File: src/rtl/reg_loader_if.sv
// Byte-stream input plus register-file write/read port of the register loader.
// Read port signals exist only when REG_LOADER_VERIFY_EN is defined.
interface reg_loader_if #(
  parameter int DATA_W = 8
);
  logic [DATA_W-1:0] in_data;
  logic              in_valid;
  logic              in_ready;
  logic [1:0]        write_register;
  logic [DATA_W-1:0] write_data;
  logic              reg_write;
`ifdef REG_LOADER_VERIFY_EN
  logic [1:0]        read_register;
  logic [DATA_W-1:0] read_data;

  modport master (
    input  in_data, in_valid, read_data,
    output in_ready, write_register, write_data, reg_write, read_register
  );
  modport slave (
    output in_data, in_valid, read_data,
    input  in_ready, write_register, write_data, reg_write, read_register
  );
`else
  modport master (
    input  in_data, in_valid,
    output in_ready, write_register, write_data, reg_write
  );
  modport slave (
    output in_data, in_valid,
    input  in_ready, write_register, write_data, reg_write
  );
`endif
endinterface

File: src/rtl/reg_loader.sv
// Loads NUM_REGS bytes from a valid/ready stream into a register file, one write per byte.
// Readback verification of the loaded registers is compiled in with REG_LOADER_VERIFY_EN.
module reg_loader #(
  parameter int NUM_REGS = 4,
  parameter int DATA_W   = 8
) (
  input  logic          clk,
  input  logic          reset,
  input  logic          start,
  reg_loader_if.master  bus,
  output logic          busy,
  output logic          done,
  output logic          error
);

  // state  | meaning
  // IDLE   | waiting for start
  // LOAD   | accepting bytes, one register write per accepted byte
  // VERIFY | reading each register back against its shadow copy
  // DONE   | single-cycle end-of-sequence pulse
`ifdef REG_LOADER_VERIFY_EN
  typedef enum logic [1:0] {IDLE = 2'd0, LOAD = 2'd1, DONE = 2'd2, VERIFY = 2'd3} state_t;
`else
  typedef enum logic [1:0] {IDLE = 2'd0, LOAD = 2'd1, DONE = 2'd2} state_t;
`endif

  localparam logic [1:0] LAST_IDX = 2'(NUM_REGS - 1);

  state_t            state, state_nx;
  logic [1:0]        idx, idx_nx;
  logic              accept;
  logic              reg_write_nx;
  logic [1:0]        wr_reg_nx;
  logic [DATA_W-1:0] wr_data_nx;

  assign bus.in_ready = (state == LOAD);
  assign busy         = (state != IDLE);
  assign done         = (state == DONE);
  assign accept       = bus.in_valid && (state == LOAD);

  always_ff @(posedge clk or posedge reset) begin
    if (reset) begin
      state              <= IDLE;
      idx                <= 2'd0;
      bus.reg_write      <= 1'b0;
      bus.write_register <= 2'd0;
      bus.write_data     <= '0;
    end else begin
      state              <= state_nx;
      idx                <= idx_nx;
      bus.reg_write      <= reg_write_nx;
      bus.write_register <= wr_reg_nx;
      bus.write_data     <= wr_data_nx;
    end
  end

  // Write port is registered: the write for a byte appears the cycle after its accept.
  always_comb begin
    state_nx     = state;
    idx_nx       = idx;
    reg_write_nx = 1'b0;
    wr_reg_nx    = bus.write_register;
    wr_data_nx   = bus.write_data;
    case (state)
      IDLE: begin
        if (start) begin
          state_nx = LOAD;
          idx_nx   = 2'd0;
        end
      end
      LOAD: begin
        if (accept) begin
          reg_write_nx = 1'b1;
          wr_reg_nx    = idx;
          wr_data_nx   = bus.in_data;
          if (idx == LAST_IDX) begin
            idx_nx = 2'd0;
`ifdef REG_LOADER_VERIFY_EN
            state_nx = VERIFY;
`else
            state_nx = DONE;
`endif
          end else begin
            idx_nx = idx + 2'd1;
          end
        end
      end
`ifdef REG_LOADER_VERIFY_EN
      VERIFY: begin
        if (idx == LAST_IDX) begin
          idx_nx   = 2'd0;
          state_nx = DONE;
        end else begin
          idx_nx = idx + 2'd1;
        end
      end
`endif
      DONE:    state_nx = IDLE;
      default: state_nx = IDLE;
    endcase
  end

`ifdef REG_LOADER_VERIFY_EN
  localparam int IDX_W = (NUM_REGS > 1) ? $clog2(NUM_REGS) : 1;

  logic [DATA_W-1:0] shadow [NUM_REGS];
  logic              mismatch;

  assign bus.read_register = idx;
  assign mismatch = (state == VERIFY) && (bus.read_data != shadow[idx[IDX_W-1:0]]);

  always_ff @(posedge clk) begin
    if (accept) shadow[idx[IDX_W-1:0]] <= bus.in_data;
  end

  // Sticky until the next accepted start or reset.
  always_ff @(posedge clk or posedge reset) begin
    if (reset) begin
      error <= 1'b0;
    end else if (state == IDLE && start) begin
      error <= 1'b0;
    end else if (mismatch) begin
      error <= 1'b1;
    end
  end
`else
  assign error = 1'b0;
`endif

endmodule

File: src/flat_wrapper.sv
// flat-port wrapper written by rule: the top's interface ports become plain ports
module reg_loader_flat 
#(
  parameter int NUM_REGS = 4,
  parameter int DATA_W   = 8
)
  (clk, reset, start, busy, done, error, bus_in_data, bus_in_valid, bus_in_ready, bus_write_register, bus_write_data, bus_reg_write);
  reg_loader_if #(.DATA_W(DATA_W)) bus_i ();
  input  logic clk;
  input  logic reset;
  input  logic start;
  output logic busy;
  output logic done;
  output logic error;
  input wire logic [$bits(bus_i.in_data)-1:0] bus_in_data;
  input wire logic [$bits(bus_i.in_valid)-1:0] bus_in_valid;
  output wire logic [$bits(bus_i.in_ready)-1:0] bus_in_ready;
  output wire logic [$bits(bus_i.write_register)-1:0] bus_write_register;
  output wire logic [$bits(bus_i.write_data)-1:0] bus_write_data;
  output wire logic [$bits(bus_i.reg_write)-1:0] bus_reg_write;
  assign bus_i.in_data = bus_in_data;
  assign bus_i.in_valid = bus_in_valid;
  assign bus_in_ready = bus_i.in_ready;
  assign bus_write_register = bus_i.write_register;
  assign bus_write_data = bus_i.write_data;
  assign bus_reg_write = bus_i.reg_write;
  reg_loader #(.NUM_REGS(NUM_REGS), .DATA_W(DATA_W)) u_core (.clk(clk), .reset(reset), .start(start), .bus(bus_i), .busy(busy), .done(done), .error(error));
endmodule
File: config.mk
export PLATFORM = sky130hd
export DESIGN_NAME = reg_loader_flat
export DESIGN_NICKNAME = d
export VERILOG_FILES = /design/src/rtl/reg_loader_if.sv /design/src/rtl/reg_loader.sv /design/src/flat_wrapper.sv
export SDC_FILE = /design/constraint.sdc
export NUM_CORES = 1
export LEC_CHECK = 0
export BUFFER_PORTS_ARGS = -buffer_cell sky130_fd_sc_hd__buf_2
export CAP_MARGIN = 30
export CORE_MARGIN = 2
export CORE_UTILIZATION = 49
export CTS_CLUSTER_DIAMETER = 60
export CTS_CLUSTER_SIZE = 30
export DETAILED_ROUTE_END_ITERATION = 6
export PLACE_DENSITY = 0.81
export SETUP_SLACK_MARGIN = 0.02
export SYNTH_ARGS = -nofsm -noshare
export SYNTH_HDL_FRONTEND = slang
export SYNTH_SLANG_ARGS = --single-unit
File: constraint.sdc
create_clock -name clk -period 2.42 [get_ports clk]
set_input_delay 0 -clock clk [delete_from_list [all_inputs] [get_ports clk]]
set_output_delay 0 -clock clk [all_outputs]
set_load 0.1 [all_outputs]
==> results.md <==
* First-pass GRT wire length at between 1500 and 2000 um
* Root Driver: clkbuf_4
* Seq cells post-synth at 15
* Synthesized area at just under 700 um2
* Startpoint Class: flip-flop
* Synth cell types at 21
* Clock-pin slew on the worst setup and hold paths at 0.09 ns
* Routed vias at 476
* Max incr delay on CP at 0.46 ns
* Worst Max-Slew Pin Slew at 0.5498 ns
* Later-pin clock latency in the skew report at 0.28 ns
* Port bufs at 25
* Post-synthesis sequential area ratio at 0.5566
* Placed insts at 85
* Initial Util at 0.5183
* Drt via density at 4.808
* CP Capture Type: flip-flop
* Fmax at 715.1 MHz
* Gpl congestion at 0.6633
* Syn nets at 60
* Routed len/inst at 12.66 um
* CP Cell Sequence: nor2b_4, nand2_2, mux2_2
* Initial antenna violation count at 0
* Yosys top cell by area: dfrtp_1
* GRT Total Usage at 0.1638
* Final setup viols at 0
* Sum of negative setup slack at 0 ns
* Max-slew violations at 0
* CP required at about 2.6 ns
* Tcrit/Tclk final at 0.5779
* Half-perimeter wire length after placement at 783.4 um
* Largest net degree at the start of global routing at 16
* Synthesized area per cell at 14.35 um2
* Site row count at 13
* First-pass detailed-route iteration total at 2
* Core ar. at 0.001301 mm2
* CP max stage cell: dfrtp_1
* Slew headroom at 0.6331
* Die Y at 41.10 um
* Mapped Cells at 47
* Worst Path Arrival at 1.57 ns
* Final #Nets at 98
* Ant. Diodes at 0
* Top cells by area, synth: dfrtp_1 (56%), mux2_4 (20%), nor2b_4 (2.0%), ha_1 (1.9%), buf_6 (1.7%)
* Total global routing overflow at 0
* # IOs at 27
* Non-Filler Instances at 99
* CP Max Fanout at 11
* Die width at 41.10 um
* Layout cell share with drive strength beyond 1 at 0.5357
* Run status: complete, no violations
* CTS tree: built
* Final wirelength at approximately 1300 um
* Yosys top cell area share at 0.5566
* RSZ-0062 raised after global routing: false
* Clk_skew at 0.004764 ns
* Ys Warns at 0
* Fin util at 0.7125
* Starting DRC count in detailed routing at 4
* Clock sinks at 15
* Area growth syn-to-layout at 37.48%
* Die ar. at 0.001689 mm2
* Post-cts sizing count at 0
* H-Tree Depth at 1
* Longest Clk Path Bufs at 2
* Post-CTS setup buffers at 0
* Vias in the first global route at 361
* # DRC at 0
* Critical path type: flip-flop to flip-flop
* Routed Antenna Nets at 0
* Final Hold Vio Count at 0
* CTS buffer count at 3
* Min Tclk post-route at ~1.4 ns
* Max-cap violations at 0
* Class of the worst hold path: primary input to flip-flop
cell families (layout without fill, tap and decap cells):
| kind of cell | after synthesis | after routing | share of synthesized area |
|---|---|---|---|
| flip-flops | 15 | 15 | 0.5566 |
| multiplexers | 10 | 10 | 0.2171 |
| AND/OR/NAND/NOR | 10 | 10 | 0.1076 |
| AO/OA/AOI/OAI | 5 | 5 | 0.05010 |
| buffers and inverters | 5 | 42 | 0.04453 |
| adder cells (fa/ha/maj) | 1 | 1 | 0.01855 |
| other | 1 | 1 | 0.005561 |
Yosys cell counts (all sizes together):
cell    count
and3        1
dfrtp      15
a22o        1
o21bai      1
ha          1
nand3b      1
conb        1
or2         1
inv         3
o21ai       2
buf         2
a31oi       1
and2b       1
nor2b       2
mux2       10
nand2       3
nor4b       1
flip-flops by register name (all words and copies together) (netlist names):
register,flops
u_core.bus.reg_write,1
u_core.bus.write_data,8
u_core.state,2
u_core.idx,2
u_core.bus.write_register,2
routing by layer:
| layer | global-route usage | part of all wire | up-vias |
|---|---|---|---|
| met5 | 0 | 0 | - |
| met4 | 0.1210 | 0.025 | 0 |
| met3 | 0.03261 | 0.063 | 5 |
| met2 | 0.2148 | 0.43 | 21 |
| met1 | 0.2337 | 0.48 | 220 |
| li1 | - | - | 230 |
worst max-delay path: cells and delay by family, from the launching register on:
| family | cells | cell delay (ns) |
|---|---|---|
| multiplexers | 1 | 0.38 |
| flip-flops | 1 | 0.46 |
| AND/OR/NAND/NOR | 2 | 0.45 |
cell usage in the layout (no fill, tap or decap), types with 2 or more instances in the layout:
cell | netlist | layout
buf_2 | 0 | 25
clkbuf_4 | 0 | 3
dfrtp_1 | 15 | 15
dlygate4sd3_1 | 0 | 10
inv_1 | 3 | 3
mux2_4 | 9 | 9
nand2_1 | 2 | 2
o21ai_0 | 2 | 2
timing repair:
action                                  CTS  global route
endpoints found under the setup margin    0             0
hold endpoints to repair                 24             0
hold buffers                             10             0
final timing paths:
kind	startpoint	end	slack [ns]	depth (start not counted)
worst min-delay path	start	u_core.idx[0]$_DFFE_PP0P_	0.03	4
worst max register to register	u_core.state[0]$_DFFE_PP0P_	u_core.bus.write_data[6]$_DFFE_PP0P_	1.02	3
min in group asynchronous	reset	u_core.bus.write_data[7]$_DFFE_PP0P_	0.31	3
worst min register to register	u_core.bus.write_data[5]$_DFFE_PP0P_	u_core.bus.write_data[5]$_DFFE_PP0P_	0.51	1
worst max-delay path	u_core.state[0]$_DFFE_PP0P_	u_core.bus.write_data[6]$_DFFE_PP0P_	1.02	3
max in group asynchronous	reset	u_core.idx[0]$_DFFE_PP0P_	1.75	3
layout make-up:
cell class / count / area (um2)
clock buffer: 3 / 22.52
clock inverter: 1 / 5.005
fill: 94 / 374.1
inverter: 3 / 11.26
multi-input combinational: 27 / 269.0
sequential: 15 / 375.4
tap: 15 / 18.77
timing repair buffer: 35 / 225.2
stage by stage:
step           hold WS [ns]  area (um2)  setup slack (ns)
2_1_floorplan      -0.09852       674.4            0.7435
5_1_grt             0.05179       927.1            0.9669
3_5_place_dp        0.07112       799.5             1.032
6_report            0.03355       927.1             1.022
3_3_place_gp        0.07226       799.5             1.098
4_1_cts             0.02197       927.1             1.018
Power is not shown: default switching activity piles up to over one toggle a cycle in this logic, so the estimate is an artifact.
